**src/rtl/auteur_fifo_ctrl_pkg.sv**
```systemverilog
// auteur_fifo_ctrl_pkg: shared types and sizing helpers for the arbitrated FIFO controller
package auteur_fifo_ctrl_pkg;
  typedef enum logic [0:0] {RUN, DRAIN} ctrl_state_e;
  function automatic int count_w(input int depth);
    return $clog2(depth + 1);
  endfunction
endpackage

```
**src/rtl/auteur_fifo.sv**
```systemverilog
// auteur_fifo: unchecked circular storage; the caller guarantees legal push/pop
module auteur_fifo #(
  parameter int DEPTH = 8,
  parameter type dtype = logic
) (
  input  logic clk_i,
  input  logic rst_ni,
  input  logic flush_i,
  input  logic push_i,
  input  dtype data_i,
  input  logic pop_i,
  output dtype data_o
);
  localparam int AW = $clog2(DEPTH);
  dtype mem [DEPTH];
  logic [AW-1:0] wr_q, rd_q;
  // read/write pointers wrap at DEPTH-1 so any depth works
  always_ff @(posedge clk_i or negedge rst_ni) begin
    if (!rst_ni) begin
      wr_q <= '0;
      rd_q <= '0;
    end else if (flush_i) begin
      wr_q <= '0;
      rd_q <= '0;
    end else begin
      if (push_i) wr_q <= (wr_q == AW'(DEPTH - 1)) ? '0 : wr_q + 1'b1;
      if (pop_i) rd_q <= (rd_q == AW'(DEPTH - 1)) ? '0 : rd_q + 1'b1;
    end
  end
  // storage array, written on push
  always_ff @(posedge clk_i) begin
    if (push_i) mem[wr_q] <= data_i;
  end
  assign data_o = mem[rd_q];
endmodule

```
**src/rtl/auteur_rr_arb.sv**
```systemverilog
// auteur_rr_arb: round-robin one-hot arbiter whose only state is the priority pointer
module auteur_rr_arb #(
  parameter int NUM_REQ = 4
) (
  input  logic               clk_i,
  input  logic               rst_i,
  input  logic [NUM_REQ-1:0] req_i,
  input  logic               en_i,
  input  logic               advance_i,
  output logic [NUM_REQ-1:0] gnt_o
);
  localparam int PW = NUM_REQ > 1 ? $clog2(NUM_REQ) : 1;
  logic [PW-1:0] ptr_q, idx, nxt_ptr;
  // scan from lowest to highest priority so the nearest requester after the pointer wins
  always_comb begin
    gnt_o = '0;
    idx = '0;
    nxt_ptr = ptr_q;
    for (int i = NUM_REQ - 1; i >= 0; i--) begin
      idx = PW'((int'(ptr_q) + i) % NUM_REQ);
      if (en_i && req_i[idx]) begin
        gnt_o = '0;
        gnt_o[idx] = 1'b1;
        nxt_ptr = (idx == PW'(NUM_REQ - 1)) ? '0 : idx + 1'b1;
      end
    end
  end
  // pointer moves past the winner only when its push is accepted
  always_ff @(posedge clk_i) begin
    if (rst_i) ptr_q <= '0;
    else if (advance_i) ptr_q <= nxt_ptr;
  end
endmodule

```
**src/rtl/auteur_fifo_arb_ctrl.sv**
```systemverilog
// auteur_fifo_arb_ctrl: round-robin producers into one FIFO with occupancy flags and drain/flush control
module auteur_fifo_arb_ctrl
  import auteur_fifo_ctrl_pkg::*;
#(
  parameter int NUM_REQ = 4,
  parameter int DEPTH = 8,
  parameter type dtype = logic,
  parameter int ALMOST_FULL = DEPTH - 2
) (
  input  logic                      clk_i,
  input  logic                      rst_i,
  input  logic                      flush_i,
  input  logic                      drain_i,
  input  logic [NUM_REQ-1:0]        req_valid_i,
  input  dtype                      req_data_i [NUM_REQ],
  output logic [NUM_REQ-1:0]        req_ready_o,
  output logic                      out_valid_o,
  output dtype                      out_data_o,
  input  logic                      out_ready_i,
  output logic [count_w(DEPTH)-1:0] count_o,
  output logic                      empty_o,
  output logic                      full_o,
  output logic                      almost_full_o,
  output logic                      drain_done_o
);
  localparam int CW = count_w(DEPTH);
  ctrl_state_e state_q;
  logic [CW-1:0] count_q;
  logic push_en, push, pop;
  dtype push_data;
  // full blocks pushes even with a concurrent pop, keeping out_ready_i off the ready path
  assign push_en = state_q == RUN && count_q < CW'(DEPTH) && !flush_i && !rst_i;
  assign push = |req_ready_o;
  assign out_valid_o = count_q != '0 && !flush_i && !rst_i;
  assign pop = out_valid_o && out_ready_i;
  assign drain_done_o = state_q == DRAIN && count_q == '0 && !flush_i && !rst_i;
  assign count_o = count_q;
  assign empty_o = count_q == '0;
  assign full_o = count_q == CW'(DEPTH);
  assign almost_full_o = count_q >= CW'(ALMOST_FULL);
  auteur_rr_arb #(.NUM_REQ(NUM_REQ)) u_arb (
    .clk_i     (clk_i),
    .rst_i     (rst_i),
    .req_i     (req_valid_i),
    .en_i      (push_en),
    .advance_i (push),
    .gnt_o     (req_ready_o)
  );
  // select the granted producer's payload
  always_comb begin
    push_data = req_data_i[0];
    for (int i = 0; i < NUM_REQ; i++) if (req_ready_o[i]) push_data = req_data_i[i];
  end
  auteur_fifo #(.DEPTH(DEPTH), .dtype(dtype)) u_fifo (
    .clk_i   (clk_i),
    .rst_ni  (1'b1),
    .flush_i (flush_i | rst_i),
    .push_i  (push),
    .data_i  (push_data),
    .pop_i   (pop),
    .data_o  (out_data_o)
  );
  // occupancy and run/drain sequencing; flush wins over drain and cancels it silently
  always_ff @(posedge clk_i) begin
    if (rst_i) begin
      count_q <= '0;
      state_q <= RUN;
    end else if (flush_i) begin
      count_q <= '0;
      state_q <= RUN;
    end else begin
      count_q <= count_q + CW'(push) - CW'(pop);
      state_q <= (state_q == RUN) ? (drain_i ? DRAIN : RUN) : (count_q == '0 ? RUN : DRAIN);
    end
  end
endmodule

```
**config.mk**
```make
export PLATFORM = sky130hd
export DESIGN_NAME = auteur_fifo_arb_ctrl
export DESIGN_NICKNAME = d
export VERILOG_FILES = /design/src/rtl/auteur_fifo_ctrl_pkg.sv /design/src/rtl/auteur_fifo.sv /design/src/rtl/auteur_rr_arb.sv /design/src/rtl/auteur_fifo_arb_ctrl.sv
export SDC_FILE = /design/constraint.sdc
export NUM_CORES = 1
export LEC_CHECK = 0
export ABC_AREA = 0
export CAP_MARGIN = 15
export CORE_MARGIN = 8
export CORE_UTILIZATION = 55
export CTS_CLUSTER_SIZE = 14
export DETAILED_ROUTE_END_ITERATION = 8
export HOLD_SLACK_MARGIN = 0.03
export PLACE_DENSITY = 0.88
export SYNTH_ARGS = -nofsm -noshare
export SYNTH_HDL_FRONTEND = slang
export SYNTH_SLANG_ARGS = --single-unit
```
**constraint.sdc**
```tcl
create_clock -name clk_i -period 9.7 [get_ports clk_i]
set_input_delay 2.91 -clock clk_i [delete_from_list [all_inputs] [get_ports clk_i]]
set_output_delay 2.91 -clock clk_i [all_outputs]
set_load 0.005 [all_outputs]
```
[Word level (Yosys, flattened, before mapping)]
Memories as Yosys holds them, arrays and structs flattened. A register that Yosys moved wholly into a read port is not among the register bits.
Cells that the tools add are included.
Operators by class
  muxes and demuxes: 40
  reductions and logical operators: 25
  bitwise logic cells: 2
  $add $sub $neg: 11
  magnitude comparators: 10
  equal/unequal tests: 7
Operators with widths (count)
  logical AND 1 bit: 17
  two-way mux 1 bit: 16
  two-way mux 2 bit: 8
  two-way mux 4 bit: 4
  < comparator 2 x 3 -> 1 bit (second input constant): 4
  two-way mux 3 bit: 4
  adder 2 x 1 -> 2 bit (second input constant): 5
  binary-select mux 1 bit (select 2 bit): 4
  demux 1 bit (select 2 bit): 4
  == test 2 bit (second input constant): 4
  >= comparator 2 x 1 -> 1 bit (second input constant): 4
  nonzero test 4 bit: 2
  adder 3 x 1 -> 3 bit (second input constant): 2
  == test 3 bit (second input constant): 2
  adder 2 bit (second input constant): 2
  adder 4 x 1 -> 4 bit: 1
  == test 4 bit (second input constant): 1
  >= comparator 4 x 3 -> 1 bit (second input constant): 1
  zero test 4 bit: 1
  < comparator 4 bit (second input constant): 1
  OR reduction 4 bit: 1
  subtractor 4 x 1 -> 4 bit: 1
  zero test 1 bit: 2
  AND reduction 2 bit: 1
  other kinds (3): 3
Storage, ports and cells
  memories: 1
  bits in registers: 13
  RAM bits: 8
  logic and storage cells: 101
Memory list
  u_fifo.mem: words 8, bits a word 1, rd ports 1, clocked after memory_dff 1, wr ports 1, line auteur_fifo.sv:15  | dtype mem [DEPTH];

[Longest topological paths before layout]
Gate-level depths: netlist of run 1.
  depth in word-level cells: 12
  gate-level depth with buffers: 18
  gate-level depth less buffers: 14

[Hierarchy]
Synthesis of run 1 repeated with hierarchy kept, for this count alone.
Second synthesis, totals
  cell total of the unflattened synthesis: 164
  area, all modules: 1685.4 µm²
By module, submodules not included
  auteur_fifo: area an instance 659.4 µm², instances 1, cells an instance 48, sequential area each 390.4 µm²
  auteur_rr_arb: area an instance 599.3 µm², instances 1, cells an instance 67, sequential area each 40.0 µm²
  auteur_fifo_arb_ctrl: area an instance 426.7 µm², instances 1, cells an instance 49, sequential area each 100.1 µm²

[Worst setup path after synthesis of run 1]
OpenSTA, ideal clock, no wires.
  path type: input port to output port
  from: input rst_i
  to: output req_ready_o[2]
  cell stages on the path: 5
  arrival time: 4005 ps
  path slack: 2785 ps
  cell sequence: or2_1 -> buf_2 -> nor3_1 -> o21ai_0 -> a41oi_2
On the way
  longest elaborated chain between the ends: 7
  elaborated cells between the ends (all ways): 10
  classes of those cells: mux (4); reduce/logical (6)
Ends and longest elaborated chain
  start, declared: line auteur_fifo_arb_ctrl.sv:11  | input logic rst_i,
  zero test 1 bit *: line auteur_fifo_arb_ctrl.sv:32  | assign push_en = state_q == RUN && count_q < CW'(DEPTH) && !flush_i && !rst_i;
  logical AND 1 bit *: line auteur_fifo_arb_ctrl.sv:32
  logical AND 1 bit: line auteur_rr_arb.sv:21  | if (en_i && req_i[idx]) begin
  two-way mux 4 bit (3 in a row): line auteur_rr_arb.sv:21
  two-way mux 4 bit *: line auteur_rr_arb.sv:21
  end, declared: line auteur_fifo_arb_ctrl.sv:16  | output logic [NUM_REQ-1:0] req_ready_o,
Mark *: on every way between the ends. The rest lies on a longest branch, timed or not.

[Worst setup path in the final report of run 1]
  from: input rst_i
  to: output req_ready_o[1]
Same word-level chain as after synthesis.

==> impl_metrics.env, run 1 <==
export IMPL_antenna_left=0
export IMPL_synthFlopType="dfxtp_1"
export IMPL_htreeDepth=1
export IMPL_syn_inst=167
export IMPL_path_buf_inv=2
export IMPL_cts_repair_resized=0
export IMPL_layout_drive_gt1_share_pct=14.2
export IMPL_root_buffer="clkbuf_4"
export IMPL_hold_viol=0
export IMPL_final_cell_area_sq_mm=0.00210
export IMPL_grt_overflow_total=0
export IMPL_yosys_warnings=0
export IMPL_timing_critical_path_to="req_ready_o[1]"
export IMPL_drv_cap=0
export IMPL_stdcell_count=234
export IMPL_die_w_microns=72.9
export IMPL_ys_ff_latch=24
export IMPL_postPlaceCellArea_sq_mm=0.00204
export IMPL_crit_top_cell="clkdlybuf4s50_1"
export IMPL_dp_cells=230
export IMPL_rr_startpoint="u_arb.ptr_q[0]"
export IMPL_gp_congestion=0.835
export IMPL_slew_headroom_pct=40.1
export IMPL_synthTopCellsByArea="dfxtp_1 18%, ha_1 14%, edfxtp_1 14%"
export IMPL_slowest_stage="clkdlybuf4s50_1"
export IMPL_worstSetupPathType="input pin to primary output"
export IMPL_clock_path_buffers=2
export IMPL_arrival_ps=5350
export IMPL_netlist_area_sq_mm=0.00178
export IMPL_via_per_inst=5.76
export IMPL_final_cell_mix="26 x clkdlybuf4s50_1, 20 x ha_1, 16 x dfxtp_1"
export IMPL_clock_sinks=24
export IMPL_syn_nets=201
export IMPL_fin_nets=225
export IMPL_setup_ws_ps=1440
export IMPL_drt_iter0_drc=48
export IMPL_synthArstFlopShare_pct=0
export IMPL_drc=0
export IMPL_whs_ps=496
export IMPL_critPathMaxFanout=11
export IMPL_reg2reg_to="count_o[2]"
export IMPL_postCtsHoldBufs=0
export IMPL_finish_utilization_pct=68.1
export IMPL_swShare_pct=30.2
export IMPL_crit_required_ps=6790
export IMPL_antenna_found_initial=0
export IMPL_netlist_cell_type_count=44
export IMPL_crit_family="buffers and inverters"
export IMPL_post_synth_cell_area_avg_sq_um=10.7
export IMPL_grt_max_degree=20
export IMPL_min_path_type="flop to flop"
export IMPL_startpoint="rst_i"
export IMPL_worstSetupStartpointType="input pin"
export IMPL_via_count=1349
export IMPL_clk_pin_slew_ps=130
export IMPL_outcome="completed"
export IMPL_finalCritPeriodShare_pct=85.2
export IMPL_rsz0062_at_grt="no"
export IMPL_synth_edf_count=8
export IMPL_crit_path_end_kind="primary output"
export IMPL_p_int_uw=194
export IMPL_period_needed_ps=8260
export IMPL_finalClockSkew_ps=2.26
export IMPL_max_stage_delay_ps=580
export IMPL_combPwrFrac_pct=32.4
export IMPL_p_per_area_mw_per_mm2=133
export IMPL_seq_power_share_pct=41.9
export IMPL_slew_viol_final=0
export IMPL_row_count=20
export IMPL_power_switching_uw=84.0
export IMPL_path_cells="clkdlybuf4s50_1 -> or2_1 -> nor3_1 -> o21ai_0 -> a41oi_2 -> clkdlybuf4s50_1"
export IMPL_grt_pass1_wl_microns=6080
export IMPL_setup_violations=0
export IMPL_first_pass_iters=5
export IMPL_reg2reg_slack_ps=4870
export IMPL_mostFrequentLayoutCell="clkdlybuf4s50_1"
export IMPL_leakage_nw=0.785
export IMPL_ir_drop_v=0.0000694
export IMPL_die_area_sq_mm=0.00531
export IMPL_wl_per_cell_microns=15.5
export IMPL_grtUsageTotal_pct=14.0
export IMPL_yosys_area_top_type_share_pct=18.0
export IMPL_ys_seq_area_share_pct=31.5
export IMPL_coreArea_sq_mm=0.00308
export IMPL_cts_tree="done"
export IMPL_start_util_pct=57.8
export IMPL_path_depth=6
export IMPL_io_pins=27
export IMPL_tns_ps=0
export IMPL_dp_slack_ps=1500
export IMPL_reg2reg_depth=14
export IMPL_max_clock_freq_mhz=121
export IMPL_port_buffers=26
export IMPL_die_h_microns=72.9
export IMPL_cts_setup_buffers=0
export IMPL_area_delta_synth_final_pct=17.8
export IMPL_total_power_uw=278
export IMPL_synth_area_leader_cell="dfxtp_1"
export IMPL_drt_total_wl_microns=3620
export IMPL_worst_pin_slew_ps=892
export IMPL_first_global_vias=1342
export IMPL_cts_buffers=3
export IMPL_n_antenna_cell=0
export IMPL_p_clk_share_pct=25.7
export IMPL_hpwlAfterDp_microns=2870
export IMPL_clk_latency_ps=310
logic make-up after synthesis:
family	Yosys count	synth area share [%]
compound gates	29	13.4
xor+xnor	3	1.48
fa+ha+maj	21	15.2
buf+inv	18	5.49
flops	24	31.5
mux	18	14.8
simple gates	54	18.1
how the worst min path moves through the flow:
stage | slack (ps) | cells past startpoint | endpoint | startpoint
floorplan | 450 | 2 | flop | u_fifo.rd_q[2]
global route | 540 | 2 | flop | u_fifo.rd_q[2]
finish | 500 | 2 | u_fifo.rd_q[2] | u_fifo.rd_q[2]
detailed placement | 480 | 2 | flop | u_fifo.rd_q[2]
CTS | 500 | 2 | u_fifo.rd_q[2] | u_fifo.rd_q[2]
global placement | 470 | 2 | u_fifo.rd_q[2] | u_fifo.rd_q[2]
layout make-up:
type	instances	area, sq um
inverter	11	46.3
clock buffer	3	22.5
timing repair buffer	26	260
tap	44	55.1
sequential	24	561
multi-input combinational	125	1120
fill	242	982
clock inverter	1	30.0
tightest hold or removal path: stages (launching register included):
cell and delay [ps]:
dfxtp_1 340, nand3_1 60, nand2_1 60
Yosys cell counts, types with 3 or more instances:
cell type  count
ha_1          20
nor3b_1        4
buf_6          3
mux4_2         3
nor2_1        12
nor4_1         3
mux2_4         3
nand3_1        7
o21ai_0        7
edfxtp_1       8
a41oi_2        3
inv_1         10
mux2i_1        5
mux2_2         5
dfxtp_1       16
nand2_1       11
a21oi_1        8
o2111ai_1      3
power groups by stage:
stage,combinational (mW),clock [mW],sequential (mW)
after global routing,0.0973,0.0772,0.118
after floorplan,0.0693,0,0.115
final,0.0902,0.0715,0.117
after detailed placement,0.0897,0,0.119
after global placement,0.0856,0,0.118
after CTS,0.0900,0.0727,0.117
routing by layer:
metal  global-route usage (%)  part of all wire, %
met2                     26.1                   54
met3                     2.61                  2.8
met1                     15.5                   43
met4                     4.22                 0.91
met5                        0                    0
No activity file was read; power rests on OpenSTA's default activity.
==> run 2, diff against run 1 <==
--- a/config.mk
+++ b/config.mk
@@ -12,7 +12,7 @@
 export CTS_CLUSTER_SIZE = 14
 export DETAILED_ROUTE_END_ITERATION = 8
 export HOLD_SLACK_MARGIN = 0.03
-export PLACE_DENSITY = 0.88
+export PLACE_DENSITY = 0.83
 export SYNTH_ARGS = -nofsm -noshare
 export SYNTH_HDL_FRONTEND = slang
 export SYNTH_SLANG_ARGS = --single-unit
==> run 2 against run 1 <==
Design area is the same. Wire length grew 1.6%. Via count grew 0.30%. Worst hold slack gained 6.8 ps. Die area is the same. Fmax shrank 0.18%. Combinational power shrank 0.8%. Critical path depth is the same. First-iteration DRC count grew 77%.
==> impl_metrics.env, run 2 (synthesized netlist as in run 1, its figures left out) <==
export IMPL_p_int_uw=194
export IMPL_period_needed_ps=8270
export IMPL_min_path_type="flop to flop"
export IMPL_hold_viol=0
export IMPL_grt_max_degree=20
export IMPL_first_global_vias=1388
export IMPL_first_pass_iters=4
export IMPL_cts_tree="done"
export IMPL_antenna_found_initial=0
export IMPL_met3_usage_pct=2.47
export IMPL_die_w_microns=72.9
export IMPL_worstSetupStartpointType="input pin"
export IMPL_arrival_ps=5360
export IMPL_slew_viol_final=0
export IMPL_seq_power_share_pct=42.1
export IMPL_via_per_inst=5.78
export IMPL_cts_setup_buffers=0
export IMPL_finalCritPeriodShare_pct=85.3
export IMPL_root_buffer="clkbuf_4"
export IMPL_die_area_sq_mm=0.00531
export IMPL_grt_overflow_total=0
export IMPL_whs_ps=503
export IMPL_io_pins=27
export IMPL_via_count=1353
export IMPL_cts_buffers=3
export IMPL_drv_cap=0
export IMPL_power_switching_uw=83.0
export IMPL_tns_ps=0
export IMPL_setup_violations=0
export IMPL_finalClockSkew_ps=1.76
export IMPL_grt_util_met1_pct=15.1
export IMPL_rsz0062_at_grt="no"
export IMPL_clk_pin_slew_ps=120
export IMPL_busiest_layer="met2"
export IMPL_use_met2_pct=26.7
export IMPL_drt_total_wl_microns=3680
export IMPL_crit_path_end_kind="primary output"
export IMPL_path_cells="clkdlybuf4s50_1 -> or2_1 -> nor3_1 -> o21ai_0 -> a41oi_2 -> clkdlybuf4s50_1"
export IMPL_clock_sinks=24
export IMPL_crit_top_cell="clkdlybuf4s50_1"
export IMPL_port_buffers=26
export IMPL_worst_pin_slew_ps=879
export IMPL_layout_drive_gt1_share_pct=14.2
export IMPL_drt_iter0_drc=85
export IMPL_row_count=20
export IMPL_multi_input_area_sq_mm=0.00112
export IMPL_ir_drop_v=0.0000789
export IMPL_slowest_stage="clkdlybuf4s50_1"
export IMPL_p_clk_share_pct=25.6
export IMPL_crit_required_ps=6790
export IMPL_worstSetupPathType="input pin to primary output"
export IMPL_path_buf_inv=2
export IMPL_finish_utilization_pct=68.1
export IMPL_seqCellArea_sq_um=561
export IMPL_area_delta_synth_final_pct=17.8
export IMPL_wl_per_cell_microns=15.7
export IMPL_crit_family="buffers and inverters"
export IMPL_coreArea_sq_mm=0.00308
export IMPL_final_cell_mix="26 x clkdlybuf4s50_1, 20 x ha_1, 16 x dfxtp_1"
export IMPL_critPathMaxFanout=11
export IMPL_postCtsHoldBufs=0
export IMPL_antenna_left=0
export IMPL_outcome="completed"
export IMPL_n_fill_cell=240
export IMPL_combPwrFrac_pct=32.3
export IMPL_max_clock_freq_mhz=121
export IMPL_p_per_area_mw_per_mm2=132
export IMPL_htreeDepth=1
export IMPL_grt_pass1_wl_microns=6170
export IMPL_max_stage_delay_ps=590
export IMPL_slew_headroom_pct=41.3
export IMPL_n_antenna_cell=0
export IMPL_hpwlAfterDp_microns=2910
export IMPL_fin_nets=225
export IMPL_mostFrequentLayoutCell="clkdlybuf4s50_1"
export IMPL_start_util_pct=57.8
export IMPL_cts_repair_resized=0
export IMPL_swShare_pct=29.9
export IMPL_clock_path_buffers=2
export IMPL_leakage_nw=0.785
export IMPL_grtUsageTotal_pct=14.4
export IMPL_gp_congestion=0.843
export IMPL_clk_latency_ps=310
export IMPL_die_h_microns=72.9
export IMPL_drc=0
run 2: path summary, 6_finish.rpt:
check	from	endpoint	slack [ps]	depth (start not counted)
setup / recovery	rst_i	req_ready_o[2]	1430	6
hold / removal	u_fifo.rd_q[2]	flop	500	2
setup reg to reg	u_arb.ptr_q[0]	count_o[2]	4870	14
hold reg to reg	u_fifo.rd_q[2]	flop	500	2
run 2: cell type report:
class / instances / area share, %
Clock buffer: 3 / 1.07
Clock inverter: 1 / 1.43
Inverter: 11 / 2.21
Multi-Input combinational cell: 125 / 53.5
Sequential cell: 24 / 26.7
Tap cell: 44 / 2.63
Timing Repair Buffer: 26 / 12.4
run 2: layer usage:
layer	up-vias	share of wire [%]
met3	11	4.1
met4	0	3.0
met2	41	54
li1	658	-
met5	-	0
met1	643	39
run 2: power by group through the flow:
stage               sequential [mW]  clock [mW]  combinational (mW)
floorplan                     0.115           0              0.0693
global placement              0.118           0              0.0857
detailed placement            0.119           0              0.0891
CTS                           0.117      0.0722              0.0895
global route                  0.118      0.0751              0.0972
finish                        0.117      0.0709              0.0895
run 2: stage by stage:
stage / setup slack [ps] / power (mW) / instances / cell area, sq um
after floorplan: 2790 / 0.185 / 167 / 1780
after global placement: 1650 / 0.204 / 230 / 2040
after detailed placement: 1470 / 0.208 / 230 / 2040
after CTS: 1460 / 0.278 / 234 / 2100
after global routing: 1350 / 0.290 / 234 / 2100
final: 1430 / 0.277 / 234 / 2100
run 2: tightest hold or removal path, stage by stage (launching register included):
cell     delay [ps]
dfxtp_1         340
nand3_1          70
nand2_1          60
==> run 3, diff against run 2 <==
--- a/config.mk
+++ b/config.mk
@@ -11,8 +11,11 @@
 export CORE_UTILIZATION = 55
 export CTS_CLUSTER_SIZE = 14
 export DETAILED_ROUTE_END_ITERATION = 8
+export GPL_TIMING_DRIVEN = 0
 export HOLD_SLACK_MARGIN = 0.03
 export PLACE_DENSITY = 0.83
+export SETUP_SLACK_MARGIN = 0.2
+export SLEW_MARGIN = 20
 export SYNTH_ARGS = -nofsm -noshare
 export SYNTH_HDL_FRONTEND = slang
 export SYNTH_SLANG_ARGS = --single-unit
==> run 3 against run 2 <==
Largest cell class unchanged. Fmax grew 0.55%. Largest power group unchanged. Critical path depth grew 1. Core utilization grew 1.7 points. Register-to-register slack gained 610 ps. Global-route usage shrank 0.41 points. Final cell count grew 3.0%. Highest routed layer unchanged. Clock power is essentially flat.
==> impl_metrics.env, run 3 (synthesized netlist as in run 1, its figures left out) <==
export IMPL_tns_ps=0
export IMPL_fin_nets=232
export IMPL_layout_drive_gt1_share_pct=16.2
export IMPL_area_delta_synth_final_pct=20.7
export IMPL_die_h_microns=72.9
export IMPL_htreeDepth=1
export IMPL_antenna_found_initial=0
export IMPL_arrival_ps=5320
export IMPL_via_count=1335
export IMPL_total_power_uw=282
export IMPL_root_buffer="clkbuf_4"
export IMPL_worstSetupStartpointType="input pin"
export IMPL_first_pass_iters=4
export IMPL_antenna_left=0
export IMPL_n_antenna_cell=0
export IMPL_via_per_inst=5.54
export IMPL_crit_required_ps=6790
export IMPL_clk_latency_ps=320
export IMPL_setup_violations=0
export IMPL_power_switching_uw=83.5
export IMPL_clock_path_buffers=2
export IMPL_reg2reg_to="count_o[2]"
export IMPL_io_pins=27
export IMPL_drc=0
export IMPL_cts_buffers=3
export IMPL_swShare_pct=29.6
export IMPL_cts_tree="done"
export IMPL_outcome="completed"
export IMPL_dp_cells=237
export IMPL_drt_total_wl_microns=3580
export IMPL_reg2reg_slack_ps=5480
export IMPL_leakage_nw=0.814
export IMPL_first_global_vias=1340
export IMPL_die_area_sq_mm=0.00531
export IMPL_reg2reg_depth=18
export IMPL_worst_pin_slew_ps=673
export IMPL_wl_per_cell_microns=14.9
export IMPL_slew_viol_final=0
export IMPL_max_clock_freq_mhz=122
export IMPL_gp_congestion=0.833
export IMPL_port_buffers=26
export IMPL_start_util_pct=57.8
export IMPL_startpoint="rst_i"
export IMPL_cts_repair_resized=0
export IMPL_min_path_type="flop to flop"
export IMPL_p_per_area_mw_per_mm2=131
export IMPL_cts_setup_buffers=0
export IMPL_finalClockSkew_ps=7.02
export IMPL_clock_sinks=24
export IMPL_worstSetupPathType="input pin to primary output"
export IMPL_grt_pass1_wl_microns=5980
export IMPL_drt_iter0_drc=69
export IMPL_combPwrFrac_pct=34.3
export IMPL_grt_overflow_total=0
export IMPL_p_int_uw=198
export IMPL_crit_path_end_kind="primary output"
export IMPL_final_cell_mix="26 x clkdlybuf4s50_1, 20 x ha_1, 16 x dfxtp_1"
export IMPL_hpwlAfterDp_microns=2920
export IMPL_row_count=20
export IMPL_hold_viol=0
export IMPL_mostFrequentLayoutCell="clkdlybuf4s50_1"
export IMPL_p_clk_share_pct=25.1
export IMPL_finalCritPeriodShare_pct=84.8
export IMPL_die_w_microns=72.9
export IMPL_seq_power_share_pct=40.6
export IMPL_slew_headroom_pct=54.7
export IMPL_rr_startpoint="u_arb.ptr_q[0]"
export IMPL_clk_pin_slew_ps=120
export IMPL_postCtsHoldBufs=0
export IMPL_stdcell_count=241
export IMPL_critPathMaxFanout=10
export IMPL_grtUsageTotal_pct=14.0
export IMPL_grt_max_degree=15
export IMPL_timing_critical_path_to="req_ready_o[1]"
export IMPL_rsz0062_at_grt="no"
export IMPL_coreArea_sq_mm=0.00308
export IMPL_drv_cap=0
export IMPL_period_needed_ps=8230
export IMPL_ir_drop_v=0.0000974
## run 3: cell count changes in the layout (fill, tap and decap cells not counted), sizes merged
cell | before | now
clkbuf | 3 | 5
buf | 0 | 5
## run 3: worst max-delay path, stage by stage
cell and delay (ps):
clkdlybuf4s50_1 460, or2_1 250, buf_2 190, nor3_1 390
o21ai_0 230, a41oi_2 320, clkdlybuf4s50_1 570
## run 3: worst min-delay path by stage
stage                         startpoint        endpoint  depth (start not counted)
final                     u_fifo.rd_q[2]  u_fifo.rd_q[2]                          2
after global routing      u_fifo.rd_q[2]  u_fifo.rd_q[2]                          2
after CTS                 u_fifo.rd_q[2]  u_fifo.rd_q[2]                          2
after detailed placement  u_fifo.rd_q[2]            flop                          2
after global placement    u_fifo.rd_q[2]  u_fifo.rd_q[2]                          2
after floorplan           u_fifo.rd_q[2]            flop                          2
## run 3: layer usage
layer	global-route usage (%)	routed length, microns	vias up
met5	0	0	-
met4	5.56	54	0
met3	2.61	134	5
met2	25.8	1900	32
met1	15.1	1490	623
li1	-	-	675
## run 3: cell type report
cell class,count,area [sq um]
Sequential cell,24,561
Clock inverter,1,30.0
Inverter,11,46.3
Multi-Input combinational cell,125,1120
Clock buffer,3,22.5
Buffer,7,51.3
Timing Repair Buffer,26,260
Fill cell,225,931
Tap cell,44,55.1
## run 3: metrics by stage
step	cell area, sq um	hold slack [ps]	worst slack (ps)	util (%)
detailed placement	2090	489	1480	68.0
global placement	2090	473	1550	68.0
CTS	2150	510	1470	69.8
floorplan	1780	452	2790	-
finish	2150	505	1470	69.8
global route	2150	535	1290	69.8
## run 3: power by group through the flow
stage | registers [mW] | clock network, mW | logic [mW]
6_report | 0.114 | 0.0707 | 0.0966
5_1_grt | 0.115 | 0.0767 | 0.105
4_1_cts | 0.114 | 0.0723 | 0.0966
3_5_place_dp | 0.117 | 0 | 0.0961
3_3_place_gp | 0.116 | 0 | 0.0927
2_1_floorplan | 0.115 | 0 | 0.0693
